File: src/rtl/serial_signed_sub_with_overflow_if.sv
// Operand/result handshake bundle for the bit-serial signed subtractor.
// The producer/consumer side uses the master modport; the subtractor uses the slave modport.
interface serial_signed_sub_with_overflow_if #(
  parameter int WIDTH = 4
);
  logic             arg_vld;
  logic             arg_rdy;
  logic [WIDTH-1:0] a;
  logic [WIDTH-1:0] b;
  logic             res_vld;
  logic             res_rdy;
  logic [WIDTH-1:0] diff;
  logic             overflow;

  modport master (
    output arg_vld,
    output a,
    output b,
    output res_rdy,
    input  arg_rdy,
    input  res_vld,
    input  diff,
    input  overflow
  );

  modport slave (
    input  arg_vld,
    input  a,
    input  b,
    input  res_rdy,
    output arg_rdy,
    output res_vld,
    output diff,
    output overflow
  );
endinterface

File: src/rtl/serial_signed_sub_with_overflow.sv
// Bit-serial two's-complement subtractor (diff = a - b) with signed overflow flag.
// Optional clamping of overflowed results is enabled by defining SERIAL_SUB_SATURATE_EN.
module serial_signed_sub_with_overflow #(
  parameter int WIDTH = 4
) (
  input  logic                                 clk,
  input  logic                                 rst,
  serial_signed_sub_with_overflow_if.slave     bus
);

  localparam int               CNT_W    = $clog2(WIDTH);
  localparam logic [CNT_W-1:0] LAST_CNT = CNT_W'(WIDTH - 1);

  typedef enum logic [1:0] {
    ST_IDLE = 2'd0,
    ST_BUSY = 2'd1,
    ST_DONE = 2'd2
  } state_t;

  function automatic logic fa_sum(input logic x, input logic y, input logic c);
    fa_sum = x ^ y ^ c;
  endfunction

  function automatic logic fa_carry(input logic x, input logic y, input logic c);
    fa_carry = (x & y) | (x & c) | (y & c);
  endfunction

  state_t           r_state;
  state_t           w_state_nxt;
  logic [WIDTH-1:0] r_a;
  logic [WIDTH-1:0] r_b;
  logic [WIDTH-1:0] r_res;
  logic             r_carry;
  logic [CNT_W-1:0] r_cnt;
  logic             r_ovf;
  logic             r_arg_rdy;
  logic             r_res_vld;

  logic             w_msb_step;
  logic             w_sum;
  logic             w_cout;
  logic             w_ovf;
  logic [WIDTH-1:0] w_shifted;
  logic [WIDTH-1:0] w_res_final;

  assign w_msb_step = (r_state == ST_BUSY) && (r_cnt == LAST_CNT);
  assign w_sum      = fa_sum(r_a[0], r_b[0], r_carry);
  assign w_cout     = fa_carry(r_a[0], r_b[0], r_carry);
  // Signed overflow: carry into the sign slice differs from carry out of it.
  assign w_ovf      = r_carry ^ w_cout;
  assign w_shifted  = {w_sum, r_res[WIDTH-1:1]};

  // Result written on the MSB step: wrapped, or clamped toward the sign of a.
  always_comb begin
    w_res_final = w_shifted;
`ifdef SERIAL_SUB_SATURATE_EN
    if (w_ovf) begin
      if (r_a[0]) begin
        w_res_final = {1'b1, {(WIDTH-1){1'b0}}};
      end else begin
        w_res_final = {1'b0, {(WIDTH-1){1'b1}}};
      end
    end else begin
      w_res_final = w_shifted;
    end
`else
    w_res_final = w_shifted;
`endif
  end

  // FSM state register.
  always_ff @(posedge clk) begin
    if (rst) begin
      r_state <= ST_IDLE;
    end else begin
      r_state <= w_state_nxt;
    end
  end

  // FSM next-state logic.
  always_comb begin
    w_state_nxt = r_state;
    case (r_state)
      ST_IDLE: begin
        if (bus.arg_vld) begin
          w_state_nxt = ST_BUSY;
        end else begin
          w_state_nxt = ST_IDLE;
        end
      end
      ST_BUSY: begin
        if (w_msb_step) begin
          w_state_nxt = ST_DONE;
        end else begin
          w_state_nxt = ST_BUSY;
        end
      end
      ST_DONE: begin
        if (bus.res_rdy) begin
          w_state_nxt = ST_IDLE;
        end else begin
          w_state_nxt = ST_DONE;
        end
      end
      default: w_state_nxt = ST_IDLE;
    endcase
  end

  // Datapath: operand capture, serial add of a + ~b + 1, and state-decoded handshake flags.
  always_ff @(posedge clk) begin
    if (rst) begin
      r_a       <= {WIDTH{1'b0}};
      r_b       <= {WIDTH{1'b0}};
      r_res     <= {WIDTH{1'b0}};
      r_carry   <= 1'b0;
      r_cnt     <= {CNT_W{1'b0}};
      r_ovf     <= 1'b0;
      r_arg_rdy <= 1'b1;
      r_res_vld <= 1'b0;
    end else begin
      r_arg_rdy <= (w_state_nxt == ST_IDLE);
      r_res_vld <= (w_state_nxt == ST_DONE);
      case (r_state)
        ST_IDLE: begin
          if (bus.arg_vld) begin
            r_a     <= bus.a;
            r_b     <= ~bus.b;
            r_carry <= 1'b1;
            r_cnt   <= {CNT_W{1'b0}};
          end
        end
        ST_BUSY: begin
          r_a     <= r_a >> 1;
          r_b     <= r_b >> 1;
          r_carry <= w_cout;
          r_cnt   <= r_cnt + CNT_W'(1);
          if (w_msb_step) begin
            r_res <= w_res_final;
            r_ovf <= w_ovf;
          end else begin
            r_res <= w_shifted;
          end
        end
        default: begin
          r_res <= r_res;
          r_ovf <= r_ovf;
        end
      endcase
    end
  end

  assign bus.arg_rdy  = r_arg_rdy;
  assign bus.res_vld  = r_res_vld;
  assign bus.diff     = r_res;
  assign bus.overflow = r_ovf;

endmodule

File: src/flat_wrapper.sv
// flat-port wrapper written by rule: the top's interface ports become plain ports
module serial_signed_sub_with_overflow_flat 
#(
  parameter int WIDTH = 4
)
  (clk, rst, bus_arg_vld, bus_a, bus_b, bus_res_rdy, bus_arg_rdy, bus_res_vld, bus_diff, bus_overflow);
  serial_signed_sub_with_overflow_if #(.WIDTH(WIDTH)) bus_i ();
  input  logic clk;
  input  logic rst;
  input wire logic [$bits(bus_i.arg_vld)-1:0] bus_arg_vld;
  input wire logic [$bits(bus_i.a)-1:0] bus_a;
  input wire logic [$bits(bus_i.b)-1:0] bus_b;
  input wire logic [$bits(bus_i.res_rdy)-1:0] bus_res_rdy;
  output wire logic [$bits(bus_i.arg_rdy)-1:0] bus_arg_rdy;
  output wire logic [$bits(bus_i.res_vld)-1:0] bus_res_vld;
  output wire logic [$bits(bus_i.diff)-1:0] bus_diff;
  output wire logic [$bits(bus_i.overflow)-1:0] bus_overflow;
  assign bus_i.arg_vld = bus_arg_vld;
  assign bus_i.a = bus_a;
  assign bus_i.b = bus_b;
  assign bus_i.res_rdy = bus_res_rdy;
  assign bus_arg_rdy = bus_i.arg_rdy;
  assign bus_res_vld = bus_i.res_vld;
  assign bus_diff = bus_i.diff;
  assign bus_overflow = bus_i.overflow;
  serial_signed_sub_with_overflow #(.WIDTH(WIDTH)) u_core (.clk(clk), .rst(rst), .bus(bus_i));
endmodule
File: config.mk
export PLATFORM = sky130hd
export DESIGN_NAME = serial_signed_sub_with_overflow_flat
export DESIGN_NICKNAME = d
export VERILOG_FILES = /design/src/rtl/serial_signed_sub_with_overflow_if.sv /design/src/rtl/serial_signed_sub_with_overflow.sv /design/src/flat_wrapper.sv
export SDC_FILE = /design/constraint.sdc
export NUM_CORES = 1
export LEC_CHECK = 0
export BUFFER_PORTS_ARGS = -buffer_cell sky130_fd_sc_hd__buf_2
export CAP_MARGIN = 20
export CORE_MARGIN = 2
export CORE_UTILIZATION = 54
export DETAILED_ROUTE_END_ITERATION = 8
export GPL_TIMING_DRIVEN = 0
export HOLD_SLACK_MARGIN = 0.08
export PLACE_DENSITY = 0.82
export SETUP_SLACK_MARGIN = 0.4
export SLEW_MARGIN = 10
export SYNTH_ARGS = -nofsm -noshare
export SYNTH_HDL_FRONTEND = slang
export SYNTH_SLANG_ARGS = --single-unit
File: constraint.sdc
create_clock -name clk -period 4.1 [get_ports clk]
set_clock_uncertainty 0.1 [all_clocks]
set_input_delay 0.205 -clock clk [delete_from_list [all_inputs] [get_ports clk]]
set_output_delay 0.205 -clock clk [all_outputs]
set_load 0.01 [all_outputs]
* Yosys cells after proc, flatten, opt, wreduce, memory -nomap -nowiden
Index checks and enable logic that the tools add are counted. Widths: inputs -> output; s select.
Cells by class: add/sub/neg operators 1, $mul 0, div/mod/pow operators 0, magnitude comparators 0, equal/unequal tests 5, shift operators 0, multiplexer cells 12, bitwise operators 9, reductions and logical operators 6
Operators with widths (number):
- $pmux 4 s2 | 2
- $mux 4 | 2
- $eq 2x2->1 const B | 3
- $mux 2 | 3
- $pmux 2 s3 | 1
- $logic_not 2->1 | 2
- $not 4->4 | 1
- $pmux 2 s2 | 1
- $reduce_and 2->1 | 2
- $and 1x1->1 | 3
- $xor 1x1->1 | 3
- $add 2x1->2 const B | 1
- $eq 2x1->1 const B | 1
- $mux 1 | 2
- $ne 2x2->1 const B | 1
- $or 1x1->1 | 2
- $pmux 1 s2 | 1
- $reduce_bool 2->1 | 1
- $logic_and 1x1->1 | 1
Storage, ports and cells: register bits 20, latch bits 0, RAM bits 0, ROM bits 0, input port bits 12, output and inout bits 7, memories 0

* Depth between registers and ports, before layout
Gate-level depths: netlist (run 1).
depth after elaboration 5, mapped depth 4, depth with buffers taken out 4

* Worst setup path after synthesis (run 1)
Ideal clock, no wire load.
path type register -> register, start register u_core.r_carry, end register u_core.r_ovf (netlist: u_core.bus.overflow), setup time 0.088 ns, data arrival time 1.148 ns, data required time 3.912 ns, path slack 2.764 ns, stages on the path, launching flop included 4, path buffers 0, period minus slack after synthesis 1.336 ns, cells stage by stage dfxtp_1 -> fa_1 -> xnor2_1 -> a311oi_2
Between the ends: cells in the longest elaborated chain, start to end 4, elaborated cells on any way between the ends 5
RTL lines:
- from (decl) | RTL line serial_signed_sub_with_overflow.sv:33 | logic r_carry;
- from (signal assigned) | RTL line serial_signed_sub_with_overflow.sv:135 | r_carry <= w_cout;
- $and 1x1->1 | RTL line serial_signed_sub_with_overflow.sv:25 | fa_carry = (x & y) | (x & c) | (y & c);
- $or 1x1->1 (2 in a row) | RTL line serial_signed_sub_with_overflow.sv:25
- $xor 1x1->1 * | RTL line serial_signed_sub_with_overflow.sv:50 | assign w_ovf = r_carry ^ w_cout;
- to (signal assigned) | RTL line serial_signed_sub_with_overflow.sv:139 | r_ovf <= w_ovf;
- to (signal assigned) | RTL line serial_signed_sub_with_overflow.sv:146 | r_ovf <= r_ovf;
- to (decl) | RTL line serial_signed_sub_with_overflow.sv:35 | logic r_ovf;
Every way passes the cells marked *; elsewhere a longest branch is shown, timed or not. A chain may end at the register's enable or synchronous reset.

* Worst setup path in the final report (run 1)
Ends and elaborated chain as after synthesis.

==> results.toml, run 1 <==
[status]
status = "completed"

[sta]
fin_crit_sh_pct = 34.5
setup_viol = 0
slew_violations = 0
finalHoldViolCount = 0
rsz0062_at_grt = "no"
clock.fmax_ghz = 0.708
min_period_ns = 1.41
tightest_slew_ns = 0.555
slew_headroom_pct = 62.9
finalSetupTns_ns = 0

[cts]
clock_latency_ns = 0.30
cts_buffers = 3
cts_buffer_depth = 2
cts.clk_slew.worst_paths_ns = 0.11
clkSinkCount = 20
cts_tree = "built"
post_cts.repair.setup_buffers = 0
cts-htree-levels = 1
cts_hold_buf = 0
cts-root-buf = "clkbuf_4"
cts_resized = 0

[yosys]
synth_top_cell_by_area = "dfxtp_1"
synth_cell_types = 24
synth-seq-cells = 20
syn_area_per_cell_um2 = 9.09
ys.warnings.count = 0
netlist.area_leader.share_pct = 48.4
syn_area_um2 = 827
postSynthCellCount = 91
synth_fp_nets = 105
synthTopCellsByArea = "dfxtp_1 (48%), nor2_1 (6.8%), mux2i_1 (6.1%)"
yosysSeqAreaShare_pct = 48.4

[pwr]
fin_total_pwr_mw = 0.372
ir_drop_uv = 234
p_leak_nw = 0.412
power.density_mw_per_mm2 = 384

[detailed_routing]
ant_nets = 0
drt_wl_total_mm = 1.54
viasPerCell = 5.32
drt-pass1-iter-count = 4
vias = 681
avgRoutedWirePerCell_um = 12.0
drc_errors = 0
drtIter0Drc = 8

[floorplanning]
pin_count = 19
die_area_mm2 = 0.00186
die_w_um = 43.1
die_h_um = 43.1
coreArea_mm2 = 0.00147
initial_core_util_pct = 56.2
row_count = 14

[placed_design]
io_buffers = 17
dpl.hpwl_mm = 1.15
place_congestion = 0.749

[layout]
diodes = 0
layout_commonest_cell = "dfxtp_1"
syn2layout_area_growth_pct = 17.1
drive_gt1_share_pct = 24.1
final_cell_mix = "dfxtp_1 (20), buf_2 (17), nor2_1 (15)"
layout.nets = 127

[critical_path]
reg2reg_from = "u_core.r_carry"
crit_path_end_kind = "flop"
cp.required_ns = 4.22
cp.arrival_ns = 1.53
worst-setup-path-type = "flop to flop"
r2r_slack_ns = 2.69
path_max_fanout = 3
critPathLaunchType = "flop"
cp-startpoint = "u_core.r_carry"

[global_routing]
grt_max_degree = 12
grt_antenna_before_repair = 0
first_global_vias = 642
grt_pass1_wl_mm = 2.70
grt.overflow.total = 0
grt_use_total_pct = 19.5

[min_path]
hold_class = "primary input to flop"
worstHoldStart = "bus_a[3]"

[job]
maxCapViolCount = 0
## sequential cells by signal, indices dropped and copies added (netlist names)
register,count
u_core.bus.diff,4
u_core.r_a,4
u_core.r_b,4
u_core.r_cnt,2
u_core.r_state,2
u_core.bus.arg_rdy,1
u_core.bus.overflow,1
u_core.bus.res_vld,1
u_core.r_carry,1
## worst max-delay path, stage by stage (launching register included)
cell and delay [ns]:
dfxtp_1 0.36, fa_1 0.47, xnor2_1 0.15, a311oi_2 0.26
## cells in the mapped netlist, drive strengths merged
library cell,count
dfxtp,20
nor2,15
nand2,11
a21oi,9
mux2i,5
a211oi,3
and2,3
buf,3
o21ai,3
a32oi,2
clkbuf,2
inv,2
nor3,2
o21bai,2
a22oi,1
a311oi,1
fa,1
ha,1
nand2b,1
nor2b,1
nor3b,1
o21ba,1
xnor2,1
## path summary, 6_finish.rpt
path	endpoint	cells past startpoint
max reg2reg	u_core.bus.overflow	3
min reg2reg	u_core.r_b[2]	2
min	u_core.r_a[3]	3
max	u_core.bus.overflow	3
## logic make-up (layout without fill, tap and decap cells)
kind of cell / Yosys count / count (layout) / synth area share (%)
and+or+nand+nor: 34 / 34 / 17.7
AOI/OAI and AO/OA: 22 / 22 / 18.3
DFF: 20 / 20 / 48.4
buffers and inverters: 7 / 28 / 4.54
muxes: 5 / 5 / 6.05
adders and majority gates: 2 / 2 / 3.93
xor gates and xnor gates: 1 / 1 / 1.06
## routing by layer
metal  up-vias  wire (um)  track usage [%]
li1        351          -                -
met1       311        723             25.1
met2        15        732             31.0
met3         4         58             3.83
met4         0         21             9.09
met5         -          0                0
## layout make-up
class | count | area (um^2)
well taps | 16 | 20.0
inverters | 2 | 7.51
clock buffers | 4 | 36.3
flip-flops and latches | 20 | 400
repair buffers | 17 | 85.1
fillers | 143 | 503
multi-input cells | 64 | 389
plain buffers | 5 | 30.0
## report_power, final
part	internal [mW]	switching [mW]	leakage (nW)	total, mW
combinational	0.0216	0.0246	0.227	0.0463
sequential	0.205	0.00699	0.164	0.212
clock	0.0542	0.0598	0.0210	0.114
total	0.280	0.0914	0.412	0.372
## stage by stage
step	utilization (%)	cells	hold slack (ns)	instance area [um^2]	setup slack, ns
2_1_floorplan	-	91	0.269	827	2.76
3_3_place_gp	63.4	124	0.334	932	2.74
3_5_place_dp	63.4	124	0.342	932	2.69
4_1_cts	65.8	128	0.0916	968	2.67
5_1_grt	65.8	128	0.0867	968	2.61
6_report	65.8	128	0.0893	968	2.69
Note: power is estimated with default switching activity, not from simulation.
==> inputs of run 2 (changes only) <==
--- a/config.mk
+++ b/config.mk
@@ -8,11 +8,11 @@
 export BUFFER_PORTS_ARGS = -buffer_cell sky130_fd_sc_hd__buf_2
 export CAP_MARGIN = 20
 export CORE_MARGIN = 2
-export CORE_UTILIZATION = 54
+export CORE_UTILIZATION = 50
 export DETAILED_ROUTE_END_ITERATION = 8
 export GPL_TIMING_DRIVEN = 0
 export HOLD_SLACK_MARGIN = 0.08
-export PLACE_DENSITY = 0.82
+export PLACE_DENSITY = 0.77
 export SETUP_SLACK_MARGIN = 0.4
 export SLEW_MARGIN = 10
 export SYNTH_ARGS = -nofsm -noshare
==> constraint.sdc (replaced) <==
create_clock -name clk -period 1.4 [get_ports clk]
set_clock_uncertainty 0.1 [all_clocks]
set_input_delay 0.07 -clock clk [delete_from_list [all_inputs] [get_ports clk]]
set_output_delay 0.07 -clock clk [all_outputs]
set_load 0.01 [all_outputs]
==> run 2 against run 1 <==
Net effect:
- clock power increased to 4.4 times the previous value
- first-iteration DRC count increased by 110%
- design area increased by 45%
- sequential power increased to 3.0 times the previous value
- core utilization increased by 26 points
- largest cell class is now multi-input combinational cells
- largest power group unchanged
- combinational power increased to 6.1 times the previous value
- die area increased by 7.2%
- non-clock buffer count increased by 22
- maximum frequency increased by 6.9%
==> results.toml, run 2 (same netlist as run 1, synthesis figures left out) <==
[critical_path]
crit_path_end_kind = "flop"
worst-setup-path-type = "flop to flop"
cp.required_ns = 1.55
worstPathCellList = "fa_2 -> xnor2_2 -> a311oi_2"
path_max_fanout = 2
cp-startpoint = "u_core.r_a[0]"
reg2reg_depth = 3
cp_num_buf_inv = 0
cp_slowest_cell = "fa_2"
reg2reg_to = "u_core.bus.overflow"
path_depth = 3
critPathLaunchType = "flop"
cp.arrival_ns = 1.48
path_delay_family = "adder cells"
reg2reg_from = "u_core.r_a[0]"
r2r_slack_ns = 0.08
critPathMaxStageDelay_ns = 0.41

[placed_design]
dpl.hpwl_mm = 1.11
place_ws_ns = 0.109
place_congestion = 0.719
io_buffers = 17

[sta]
slew_violations = 0
fin_crit_sh_pct = 94.5
setup_viol = 0
rsz0062_at_grt = "yes"
tightest_slew_ns = 0.521
min_period_ns = 1.32
finalSetupTns_ns = 0
clock.fmax_ghz = 0.756
fin_ws_ns = 0.0776
slew_headroom_pct = 65.3
hold_ws_ns = 0.0594
finalHoldViolCount = 0

[global_routing]
grt_use_total_pct = 25.1
grt_max_degree = 13
grt_antenna_before_repair = 0
first_global_vias = 830
grt_pass1_wl_mm = 3.46
grt.overflow.total = 0

[floorplanning]
die_w_um = 44.7
coreArea_mm2 = 0.00152
row_count = 14
die_area_mm2 = 0.00200
initial_core_util_pct = 54.3
pin_count = 19
die_h_um = 44.7

[layout]
diodes = 0
layout.nets = 149
drive_gt1_share_pct = 51.5
syn2layout_area_growth_pct = 69.9
layout_commonest_cell = "buf_2"
final_cell_mix = "buf_2 (16), nor2_1 (13), buf_6 (11), dlygate4sd3_1 (11), dfxtp_1 (11)"

[cts]
cts-root-buf = "clkbuf_4"
cts_buffer_depth = 2
clkSinkCount = 20
cts.clk_slew.worst_paths_ns = 0.13
cts_hold_buf = 11
cts_buffers = 3
clock_latency_ns = 0.33
cts_tree = "built"
cts-htree-levels = 1

[detailed_routing]
avgRoutedWirePerCell_um = 17.5
drc_errors = 0
viasPerCell = 5.54
drt_wl_total_mm = 2.62
drt-pass1-iter-count = 4
ant_nets = 0
drtIter0Drc = 17
vias = 831

[pwr]
ir_drop_uv = 909
p_leak_nw = 0.574
power.density_mw_per_mm2 = 1010

[min_path]
whs_path_depth = 4
hold_class = "primary input to flop"
worstHoldStart = "bus_arg_vld"
holdPathEnd = "u_core.r_b[1]"

[status]
status = "completed"

[job]
maxCapViolCount = 0
[run 2: stage by stage]
step | cells | power (mW) | area (um^2) | util [%]
finish | 150 | 1.41 | 1410 | 92.2
global route | 150 | 1.45 | 1410 | 92.2
CTS | 146 | 1.35 | 1310 | 85.8
detailed placement | 124 | 0.791 | 980 | 64.3
global placement | 124 | 0.784 | 980 | 64.3
floorplan | 91 | 0.744 | 875 | -
[run 2: worst max path at each step]
stage | slack [ns] | to
floorplan | 0.15 | u_core.bus.overflow
global placement | 0.13 | u_core.bus.overflow
detailed placement | 0.11 | u_core.bus.overflow
CTS | 0.09 | u_core.bus.overflow
global route | 0.05 | u_core.bus.overflow
finish | 0.08 | u_core.bus.overflow
[run 2: cell type report]
cell class / count / area [um^2]
multi-input cells: 64 / 529
flip-flops and latches: 20 / 417
fillers: 55 / 119
clock inverters: 1 / 30.0
clock buffers: 3 / 22.5
well taps: 16 / 20.0
plain buffers: 5 / 45.0
inverters: 2 / 7.51
repair buffers: 39 / 334
[run 2: what timing repair did]
item                                    4_1_cts  5_1_grt
endpoints found under the setup margin       20       24
endpoints found under the hold margin        18        1
setup buffers                                 4        4
pin swaps                                    10        8
cloned                                        3        0
resized for setup                            25       19
[run 2: per-layer routing]
| metal | share of wire [%] | global-route usage, % | up-vias | wire (um) |
|---|---|---|---|---|
| met5 | 0 | 0 | - | 0 |
| met4 | 1.3 | 12.1 | 0 | 33 |
| met3 | 5.6 | 9.80 | 3 | 148 |
| met2 | 52 | 41.7 | 27 | 1370 |
| met1 | 41 | 27.7 | 403 | 1070 |
| li1 | - | - | 398 | - |
[run 2: where the power goes]
part,total [mW],internal [mW],switching [mW]
clock,0.499,0.290,0.209
sequential,0.631,0.600,0.0311
combinational,0.284,0.159,0.125
total,1.41,1.05,0.365
[run 2: worst min-delay path: cells and delay by family]
family | cells | cell delay (ns)
AO/OA/AOI/OAI | 2 | 0.17
AND/OR/NAND/NOR | 1 | 0.07
buffers and inverters | 1 | 0.13
==> inputs of run 3 (changes only) <==
--- a/config.mk
+++ b/config.mk
@@ -9,6 +9,7 @@
 export CAP_MARGIN = 20
 export CORE_MARGIN = 2
 export CORE_UTILIZATION = 50
+export CTS_BUF_LIST = sky130_fd_sc_hd__clkbuf_16
 export DETAILED_ROUTE_END_ITERATION = 8
 export GPL_TIMING_DRIVEN = 0
 export HOLD_SLACK_MARGIN = 0.08
==> run 3 against run 2 <==
Net effect:
- die area is the same
- first-iteration DRC count grew 110%
- sequential share of layout area grew 0.11 points
- largest cell class unchanged
- core utilization shrank 0.90 points
- setup slack gained 0.032 ns
- count of clock-buffer cells in the layout is the same
- final cell count shrank 4.0%
- design area shrank 0.98%
- combinational power is essentially flat
- via count grew 8.2%
- critical path type unchanged
- highest routed layer unchanged
- non-clock buffer count shrank 6
- worst hold slack gained 0.048 ns
==> results.toml, run 3 (same netlist as run 1, synthesis figures left out) <==
[critical_path]
cp.required_ns = 1.46
reg2reg_depth = 3
worst-setup-path-type = "flop to flop"
critPathLaunchType = "flop"
r2r_slack_ns = 0.11
reg2reg_from = "u_core.r_a[0]"
reg2reg_to = "u_core.bus.overflow"
cp.arrival_ns = 1.35
path_max_fanout = 2
crit_path_end_kind = "flop"

[detailed_routing]
ant_nets = 0
drt_wl_total_mm = 2.94
drc_errors = 0
avgRoutedWirePerCell_um = 20.4
viasPerCell = 6.24
drtIter0Drc = 36
drt-pass1-iter-count = 4
vias = 899

[layout]
final_area_mm2 = 0.00139
drive_gt1_share_pct = 49.2
diodes = 0
syn2layout_area_growth_pct = 68.2
layout_commonest_cell = "buf_2"
final_cell_mix = "buf_2 (17), dfxtp_1 (15), nor2_1 (13)"
layout.nets = 143

[pwr]
seqPwrFrac_pct = 37.4
cell_internal_pwr_mw = 1.32
power.density_mw_per_mm2 = 1210
p_sw_share_pct = 22.0
clockPowerShare_pct = 45.9
p_sw_mw = 0.370
p_comb_share_pct = 16.7
p_leak_nw = 0.562
ir_drop_uv = 1030

[floorplanning]
coreArea_mm2 = 0.00152
pin_count = 19
initial_core_util_pct = 54.3
die_h_um = 44.7
die_area_mm2 = 0.00200
die_w_um = 44.7
row_count = 14

[global_routing]
grt.overflow.total = 0
met2_usage_pct = 43.8
grt_use_total_pct = 27.0
grt_max_degree = 13
first_global_vias = 837
grt_antenna_before_repair = 0
grt.met1_usage_pct = 35.2
met3_usage_pct = 4.08
globalRoute.busiestLayer = "met2"
grt_pass1_wl_mm = 3.79

[min_path]
whs_path_depth = 3
hold_class = "primary input to flop"
worstHoldStart = "bus_a[0]"
holdPathEnd = "u_core.r_a[0]"

[sta]
rsz0062_at_grt = "yes"
clock.fmax_ghz = 0.775
min_period_ns = 1.29
slew_violations = 0
slew_headroom_pct = 64.3
setup_viol = 0
tightest_slew_ns = 0.535
finalHoldViolCount = 0
finalSetupTns_ns = 0
fin_ws_ns = 0.110
fin_crit_sh_pct = 92.1

[cts]
cts-root-buf = "clkbuf_16"
cts_tree = "built"
clock_latency_ns = 0.25
cts_buffer_depth = 2
clkSinkCount = 20
cts_buffers = 3
cts.clk_slew.worst_paths_ns = 0.05
cts-htree-levels = 1

[status]
status = "completed"

[placed_design]
place_congestion = 0.719
io_buffers = 17
dpl.hpwl_mm = 1.11
placed_area_um2 = 980
place_ws_ns = 0.109

[job]
maxCapViolCount = 0
[run 3: cell count changes in the layout (fill, tap and decap cells not counted), sizes merged]
cell | previous run | this run
buf | 31 | 28
dlygate4sd3 | 11 | 8
[run 3: repair_timing]
item,in CTS,in global routing
hold buffers,8,0
gates resized for setup,25,11
hold endpoints to repair,10,0
setup endpoints to repair,20,20
gates cloned,3,0
setup buffers,4,1
pin swaps,10,9
[run 3: worst max path at each step]
stage | cells past startpoint | end | startpoint | slack, ns
finish | 3 | u_core.bus.overflow | u_core.r_a[0] | 0.11
global route | 3 | u_core.bus.overflow | u_core.r_a[0] | 0.09
CTS | 3 | u_core.bus.overflow | u_core.r_carry | 0.09
detailed placement | 3 | u_core.bus.overflow | u_core.r_a[0] | 0.11
global placement | 3 | u_core.bus.overflow | u_core.r_a[0] | 0.13
floorplan | 3 | u_core.bus.overflow | u_core.r_a[0] | 0.15
[run 3: critical path, stage by stage, from the launching register on]
cell      delay [ns]
dfxtp_2         0.33
fa_2            0.42
xnor2_2         0.15
a311oi_2        0.20
[run 3: area by class of cell]
| cell class | instances | area, um^2 |
|---|---|---|
| Inverter | 2 | 7.51 |
| Buffer | 5 | 45.0 |
| Multi-Input combinational cell | 64 | 527 |
| Tap cell | 16 | 20.0 |
| Clock inverter | 1 | 30.0 |
| Clock buffer | 3 | 75.1 |
| Fill cell | 57 | 133 |
| Timing Repair Buffer | 33 | 273 |
| Sequential cell | 20 | 414 |
[run 3: through the flow]
| stage | total power, mW | cells | util, % | hold WS (ns) |
|---|---|---|---|---|
| 2_1_floorplan | 0.744 | 91 | - | 0.124 |
| 3_3_place_gp | 0.784 | 124 | 64.3 | 0.246 |
| 3_5_place_dp | 0.791 | 124 | 64.3 | 0.243 |
| 4_1_cts | 1.65 | 143 | 87.9 | 0.0829 |
| 5_1_grt | 1.73 | 144 | 91.3 | 0.114 |
| 6_report | 1.69 | 144 | 91.3 | 0.107 |
[run 3: power groups by stage]
stage	sequential [mW]	combinational (mW)	clock (mW)
after floorplan	0.635	0.109	0
after detailed placement	0.636	0.155	0
final	0.630	0.281	0.775
after global routing	0.632	0.297	0.806
after global placement	0.634	0.150	0
after CTS	0.624	0.239	0.785
[run 3: metal layers]
layer	wire length [um]	part of all wire, %	vias up
met2	1520	52	59
met5	0	0	-
met1	1170	40	443
met4	38	1.3	0
met3	203	6.9	6
li1	-	-	391
